$ cat config.mk
export PLATFORM = sky130hd
export DESIGN_NAME = fp_add_issue
export DESIGN_NICKNAME = d
export VERILOG_FILES = /design/src/rtl/fp_add_issue.sv
export SDC_FILE = /design/constraint.sdc
export NUM_CORES = 1
export LEC_CHECK = 0
export ABC_CLOCK_PERIOD_IN_PS = 4000
export BUFFER_PORTS_ARGS = -buffer_cell sky130_fd_sc_hd__buf_2
export CORE_ASPECT_RATIO = 1.4
export CORE_MARGIN = 2
export CORE_UTILIZATION = 62
export DETAILED_ROUTE_END_ITERATION = 12
export PLACE_DENSITY = 0.83
export SYNTH_ARGS = -nofsm -noshare
export SYNTH_HDL_FRONTEND = slang
export SYNTH_SLANG_ARGS = --single-unit
$ cat constraint.sdc
create_clock -name clk -period 4 [get_ports clk]
set_input_delay 0.2 -clock clk [delete_from_list [all_inputs] [get_ports clk]]
set_output_delay 0.2 -clock clk [all_outputs]
set_load 0.01 [all_outputs]
$ cat src/rtl/fp_add_issue.sv
// Operand issue and special-case stage ahead of the FP adder: input FIFO -> issue reg -> output reg.
// Optional macro FP_ADD_ISSUE_DAZ_EN flushes FP32 subnormal operands to signed zero.
module fp_add_issue #(
    parameter int unsigned DEPTH = 4,
    parameter int unsigned TAG_W = 4
) (
    input  logic             clk,
    input  logic             rst,
    input  logic             in_valid,
    output logic             in_ready,
    input  logic             in_fmt,
    input  logic [31:0]      in_x,
    input  logic [31:0]      in_y,
    input  logic [TAG_W-1:0] in_tag,
    output logic             add_fmt,
    output logic [31:0]      add_x,
    output logic [31:0]      add_y,
    input  logic [31:0]      add_r,
    output logic             out_valid,
    input  logic             out_ready,
    output logic [31:0]      out_r,
    output logic [TAG_W-1:0] out_tag,
    output logic             out_fmt,
    output logic             out_byp,
    output logic             out_nv
);

    localparam int unsigned PtrW = (DEPTH > 1) ? $clog2(DEPTH) : 1;
    localparam logic [PtrW:0] Full = (PtrW + 1)'(DEPTH);
    localparam logic FmtFp32 = 1'b0;
    localparam logic [31:0] QNaN = 32'h7FC00000;

    typedef struct packed {
        logic             fmt;
        logic [TAG_W-1:0] tag;
        logic [31:0]      x;
        logic [31:0]      y;
    } req_t;

    req_t            fifoMem [DEPTH];
    logic [PtrW-1:0] wrPtr, rdPtr;
    logic [PtrW:0]   count, countNext;
    logic            push, pop;

    req_t  s1Req;
    logic  s1Valid, s1Load, s1Adv;

    logic [31:0] xC, yC, bypR;
    logic        xNan, yNan, xInf, yInf, xZero, yZero, byp, nv;

    // FIFO
    assign in_ready = (count != Full);
    assign push     = in_valid && in_ready;
    assign s1Adv    = s1Valid && (!out_valid || out_ready);
    assign s1Load   = (!s1Valid || s1Adv) && (count != '0);
    assign pop      = s1Load;

    always_comb begin
        countNext = count;
        unique case ({push, pop})
            2'b10:   countNext = count + 1'b1;
            2'b01:   countNext = count - 1'b1;
            default: countNext = count;
        endcase
    end

    always_ff @(posedge clk) begin
        if (rst) begin
            count <= '0;
            wrPtr <= '0;
            rdPtr <= '0;
        end else begin
            count <= countNext;
            if (push) wrPtr <= wrPtr + 1'b1;
            if (pop)  rdPtr <= rdPtr + 1'b1;
        end
    end

    always_ff @(posedge clk) begin
        if (push) fifoMem[wrPtr] <= '{fmt: in_fmt, tag: in_tag, x: in_x, y: in_y};
    end

    // S1 issue register
    always_ff @(posedge clk) begin
        if (rst) begin
            s1Valid <= 1'b0;
            s1Req   <= '0;
        end else if (s1Load) begin
            s1Valid <= 1'b1;
            s1Req   <= fifoMem[rdPtr];
        end else if (s1Adv) begin
            s1Valid <= 1'b0;
        end
    end

    assign add_x   = s1Valid ? s1Req.x : 32'h0;
    assign add_y   = s1Valid ? s1Req.y : 32'h0;
    assign add_fmt = s1Valid ? s1Req.fmt : 1'b0;

    always_comb begin
        xC = s1Req.x;
        yC = s1Req.y;
`ifdef FP_ADD_ISSUE_DAZ_EN
        if (s1Req.x[30:23] == 8'h00 && s1Req.x[22:0] != 23'h0) xC = {s1Req.x[31], 31'h0};
        if (s1Req.y[30:23] == 8'h00 && s1Req.y[22:0] != 23'h0) yC = {s1Req.y[31], 31'h0};
`endif
    end

    assign xNan  = (&xC[30:23]) && (|xC[22:0]);
    assign yNan  = (&yC[30:23]) && (|yC[22:0]);
    assign xInf  = (&xC[30:23]) && !(|xC[22:0]);
    assign yInf  = (&yC[30:23]) && !(|yC[22:0]);
    assign xZero = (xC[30:0] == 31'h0);
    assign yZero = (yC[30:0] == 31'h0);

    // Priority NaN > Inf > zero > adder; FP16 always goes to the adder.
    always_comb begin
        bypR = 32'h0;
        byp  = 1'b0;
        nv   = 1'b0;
        if (s1Req.fmt == FmtFp32) begin
            if (xNan || yNan) begin
                byp  = 1'b1;
                bypR = QNaN;
                nv   = (xNan && !xC[22]) || (yNan && !yC[22]);
            end else if (xInf && yInf) begin
                byp = 1'b1;
                if (xC[31] != yC[31]) begin
                    bypR = QNaN;
                    nv   = 1'b1;
                end else begin
                    bypR = xC;
                end
            end else if (xInf) begin
                byp  = 1'b1;
                bypR = xC;
            end else if (yInf) begin
                byp  = 1'b1;
                bypR = yC;
            end else if (xZero && yZero) begin
                byp  = 1'b1;
                bypR = {xC[31] && yC[31], 31'h0};
            end else if (xZero) begin
                byp  = 1'b1;
                bypR = yC;
            end else if (yZero) begin
                byp  = 1'b1;
                bypR = xC;
            end
        end
    end

    // S2 output register; fields only change on a new transfer
    always_ff @(posedge clk) begin
        if (rst) begin
            out_valid <= 1'b0;
            out_r     <= 32'h0;
            out_tag   <= '0;
            out_fmt   <= 1'b0;
            out_byp   <= 1'b0;
            out_nv    <= 1'b0;
        end else if (s1Adv) begin
            out_valid <= 1'b1;
            out_r     <= byp ? bypR : add_r;
            out_tag   <= s1Req.tag;
            out_fmt   <= s1Req.fmt;
            out_byp   <= byp;
            out_nv    <= nv;
        end else if (out_ready) begin
            out_valid <= 1'b0;
        end
    end

endmodule

==> flow_summary.rst <==
.. list-table::
   :header-rows: 1

   * - Metric
     - Value
   * - Status
     - finished, final reports clean
   * - Slack of the worst reg-to-reg path
     - 910 ps
   * - Cells after Synth
     - 1103
   * - Number of cells upsized or downsized after cts
     - 0
   * - Maximum vdd drop
     - 0.674 mV
   * - Cell Pwr Density
     - 687 nW/µm²
   * - Overall die width
     - around 140 µm
   * - Post-route clock skew
     - 12.8 ps
   * - CTS HTree Levels
     - 2
   * - Share of final-layout standard cells stronger than drive strength 1
     - 0.263
   * - Launch instance of the worst register-to-register path
     - xC[23]
   * - Fraction of registers with async set or reset after synthesis
     - 0
   * - Post-DRT Antenna Nets
     - 0
   * - Clock sink total
     - 393
   * - Post-layout instance count excluding filler cells
     - 1707
   * - Postcts setup bufs
     - 0
   * - CTS tree
     - yes
   * - Die Ht
     - 191 µm
   * - Per-cell via count in the routed design
     - a little over 6
   * - Post-synthesis cell type count
     - 46
   * - Clock buffer count from CTS
     - 36
   * - Root buf cell
     - sky130_fd_sc_hd__clkbuf_16
   * - Placeable core region
     - approximately 25000 µm²
   * - Rel. slew slack
     - 0.234
   * - # nets final
     - 1476
   * - Number of enable-type register cells in the synthesized netlist
     - 276
   * - Clock tree buffer depth
     - 3
   * - Worst setup slack after placement
     - 991 ps
   * - Flops & latches, synth
     - 393
   * - Critical Path Source Type
     - flop
   * - Global-route congestion overflow total
     - 0
   * - Total power after layout
     - 12800 µW
   * - Type of the setup path with the least slack
     - reg2reg
   * - Setup total negative slack
     - 0 ps
   * - Library cell occupying the most area in the post-synthesis netlist
     - sky130_fd_sc_hd__edfxtp_1
   * - PortBufs
     - 210
   * - Final weighted congestion of routability-driven global placement
     - 0.901
   * - Post-synth top cells
     - sky130_fd_sc_hd__edfxtp_1, sky130_fd_sc_hd__nand2_1, sky130_fd_sc_hd__dfxtp_1
   * - Post-synthesis average cell area
     - 14.0 µm²
   * - Most frequent cell after synthesis
     - sky130_fd_sc_hd__edfxtp_1
   * - Fin crit period
     - 3090 ps
   * - Number of nets produced by synthesis
     - 1215
   * - Number of remaining DRC errors
     - 0
   * - Flip-flop cell with the highest count after synthesis
     - sky130_fd_sc_hd__edfxtp_1
   * - Main area contributors after synthesis
     - sky130_fd_sc_hd__edfxtp_1, sky130_fd_sc_hd__dfxtp_1, sky130_fd_sc_hd__mux4_2
   * - Slew @ Worst Pin
     - 1150 ps
   * - Portion of synthesized cell area occupied by the leading cell type
     - 0.537
   * - Upper clock frequency limit
     - 324 MHz
   * - Sequential cell area fraction in the yosys report
     - 0.688
   * - Synth Cell Area
     - about 15000 µm²
   * - Setup repair after global routing missed its margin
     - false
   * - Synth-to-layout area growth
     - 21.1%
   * - Number of global-route vias before repair
     - roughly 10k
   * - Number of hold violations in the final report
     - 0
   * - Area enclosed by the die boundary
     - 26200 µm²
   * - Final WL
     - 39900 µm
   * - Startpoint of the most critical hold path
     - add_r[26]
   * - Cell Rows
     - 68
   * - All-Layer GR Usage
     - 0.309
   * - Clock transition at the registers of the reported paths
     - approximately 70 ps
   * - Max Slew Vio Count
     - 0
   * - Iter 0 DRT Violations
     - 1256
   * - Yosys warnings
     - 0
   * - Number of iterations in the first detailed-routing pass
     - 5
   * - Average wire per cell in the routed design
     - 23.3 µm
   * - Vias after detailed routing
     - 10.6k
   * - Instance count after placement with tap cells included
     - 1570
   * - Global-route wire length before repair
     - ~60000 µm
   * - Biggest fanout along the worst timing path
     - 12
   * - Leakage power total
     - 0.00685 µW
   * - Number of top-level pins
     - 211
   * - Total setup violations reported at the end of the flow
     - 0
   * - Kind of path behind the tightest hold check
     - in2reg
   * - Worst-skew pair later-pin latency
     - 510 ps
   * - Arrival time at the worst endpoint
     - 3480 ps
   * - PnR worst setup slack
     - 912 ps
   * - Post-DP HPWL
     - 24300 µm
   * - WP data required
     - 4400 ps
   * - Worst Setup End Kind
     - flop
   * - Max-cap violations
     - 0
   * - Effective utilization at floorplan
     - 0.628
   * - Pin count of the biggest net entering global routing
     - 73
   * - Crit share post-route
     - 0.772
   * - Initial antenna violation count
     - 2
   * - Beginning of the critical path
     - xC[23]
==> sequential cells by signal, summed over array words and instances (netlist names) <==
signal / cells
rdPtr: 2
xC: 32
out_valid: 1
s1Valid: 1
s1Req: 5
out_byp: 1
wrPtr: 2
count: 3
fifoMem: 276
out_fmt: 1
out_nv: 1
out_r: 32
out_tag: 4
yC: 32
==> critical path, stage by stage, from the launching register on <==
cell	delay, ps
sky130_fd_sc_hd__dfxtp_1	340
sky130_fd_sc_hd__or4_1	560
sky130_fd_sc_hd__nor4_2	330
sky130_fd_sc_hd__a211oi_1	190
sky130_fd_sc_hd__a2111oi_4	830
sky130_fd_sc_hd__nand2_2	270
sky130_fd_sc_hd__a221oi_1	320
sky130_fd_sc_hd__o21ai_1	120
==> cells in the final DEF (no fill, tap or decap), types with 5 or more instances in the layout <==
cell type / instances
sky130_fd_sc_hd__inv_1: 18
sky130_fd_sc_hd__nor4_1: 8
sky130_fd_sc_hd__a221oi_1: 9
sky130_fd_sc_hd__clkinvlp_4: 6
sky130_fd_sc_hd__edfxtp_1: 276
sky130_fd_sc_hd__nor3_1: 14
sky130_fd_sc_hd__dfxtp_1: 114
sky130_fd_sc_hd__and2_1: 68
sky130_fd_sc_hd__buf_4: 12
sky130_fd_sc_hd__or4_1: 6
sky130_fd_sc_hd__a32o_1: 22
sky130_fd_sc_hd__mux4_2: 69
sky130_fd_sc_hd__o21ai_1: 10
sky130_fd_sc_hd__bufinv_16: 5
sky130_fd_sc_hd__buf_2: 209
sky130_fd_sc_hd__nand2_1: 190
sky130_fd_sc_hd__o21ai_0: 34
sky130_fd_sc_hd__dlygate4sd3_1: 71
sky130_fd_sc_hd__clkbuf_16: 37
sky130_fd_sc_hd__clkinv_2: 6
sky130_fd_sc_hd__nor2_1: 39
sky130_fd_sc_hd__a21oi_1: 103
sky130_fd_sc_hd__ha_1: 6
==> routing by layer <==
layer / track usage / wire [µm] / vias up
met2: 0.497 / 19500 / 626
met1: 0.422 / 14800 / 5215
li1: - / - / 4624
met3: 0.0420 / 3540 / 117
met4: 0.141 / 2060 / 0
met5: 0 / 0 / -
==> worst paths after layout <==
check,endpoint,depth (start not counted)
max,out_r[30],7
min reg2reg,out_r[28],2
min,out_r[26],3
max reg2reg,out_r[30],7
==> metrics by stage <==
stage / cell area [µm²] / utilization / hold slack (ps)
6_report: 18700 / 0.760 / 9.81
5_1_grt: 18700 / 0.760 / 7.57
4_1_cts: 18700 / 0.760 / 0.284
3_5_place_dp: 16800 / 0.681 / 415
3_3_place_gp: 16800 / 0.681 / 411
2_1_floorplan: 15400 / - / 299
==> where the power goes <==
group	internal [µW]	total, µW	leakage (µW)	switching [µW]
Sequential	5080	5860	0.00349	781
Combinational	1430	3430	0.00277	2000
Clock	2080	3560	0.000585	1480
Total	8580	12800	0.00685	4260
==> layout make-up <==
| type | count | area (µm²) |
|---|---|---|
| antenna | 2 | 5.00 |
| clock buffer | 44 | 982 |
| clock inverter | 20 | 241 |
| fill | 1470 | 5890 |
| inverter | 19 | 71.3 |
| multi-input combinational | 621 | 4490 |
| sequential | 393 | 10600 |
| tap | 315 | 394 |
| timing repair buffer | 293 | 1870 |
==> timing repair <==
item / CTS / global route
endpoints found under the setup margin: 0 / 0
hold buffers: 71 / 0
hold endpoints to repair: 278 / 0
==> kinds of logic after synthesis <==
logic type / after synthesis / share of synthesized area
xor+xnor: 5 / 0.00284
simple gates: 349 / 0.105
mux: 69 / 0.101
compound gates: 191 / 0.0746
fa+ha+maj: 7 / 0.00616
flops: 393 / 0.688
buf+inv: 89 / 0.0226
No activity file was read; power rests on OpenSTA's default activity.
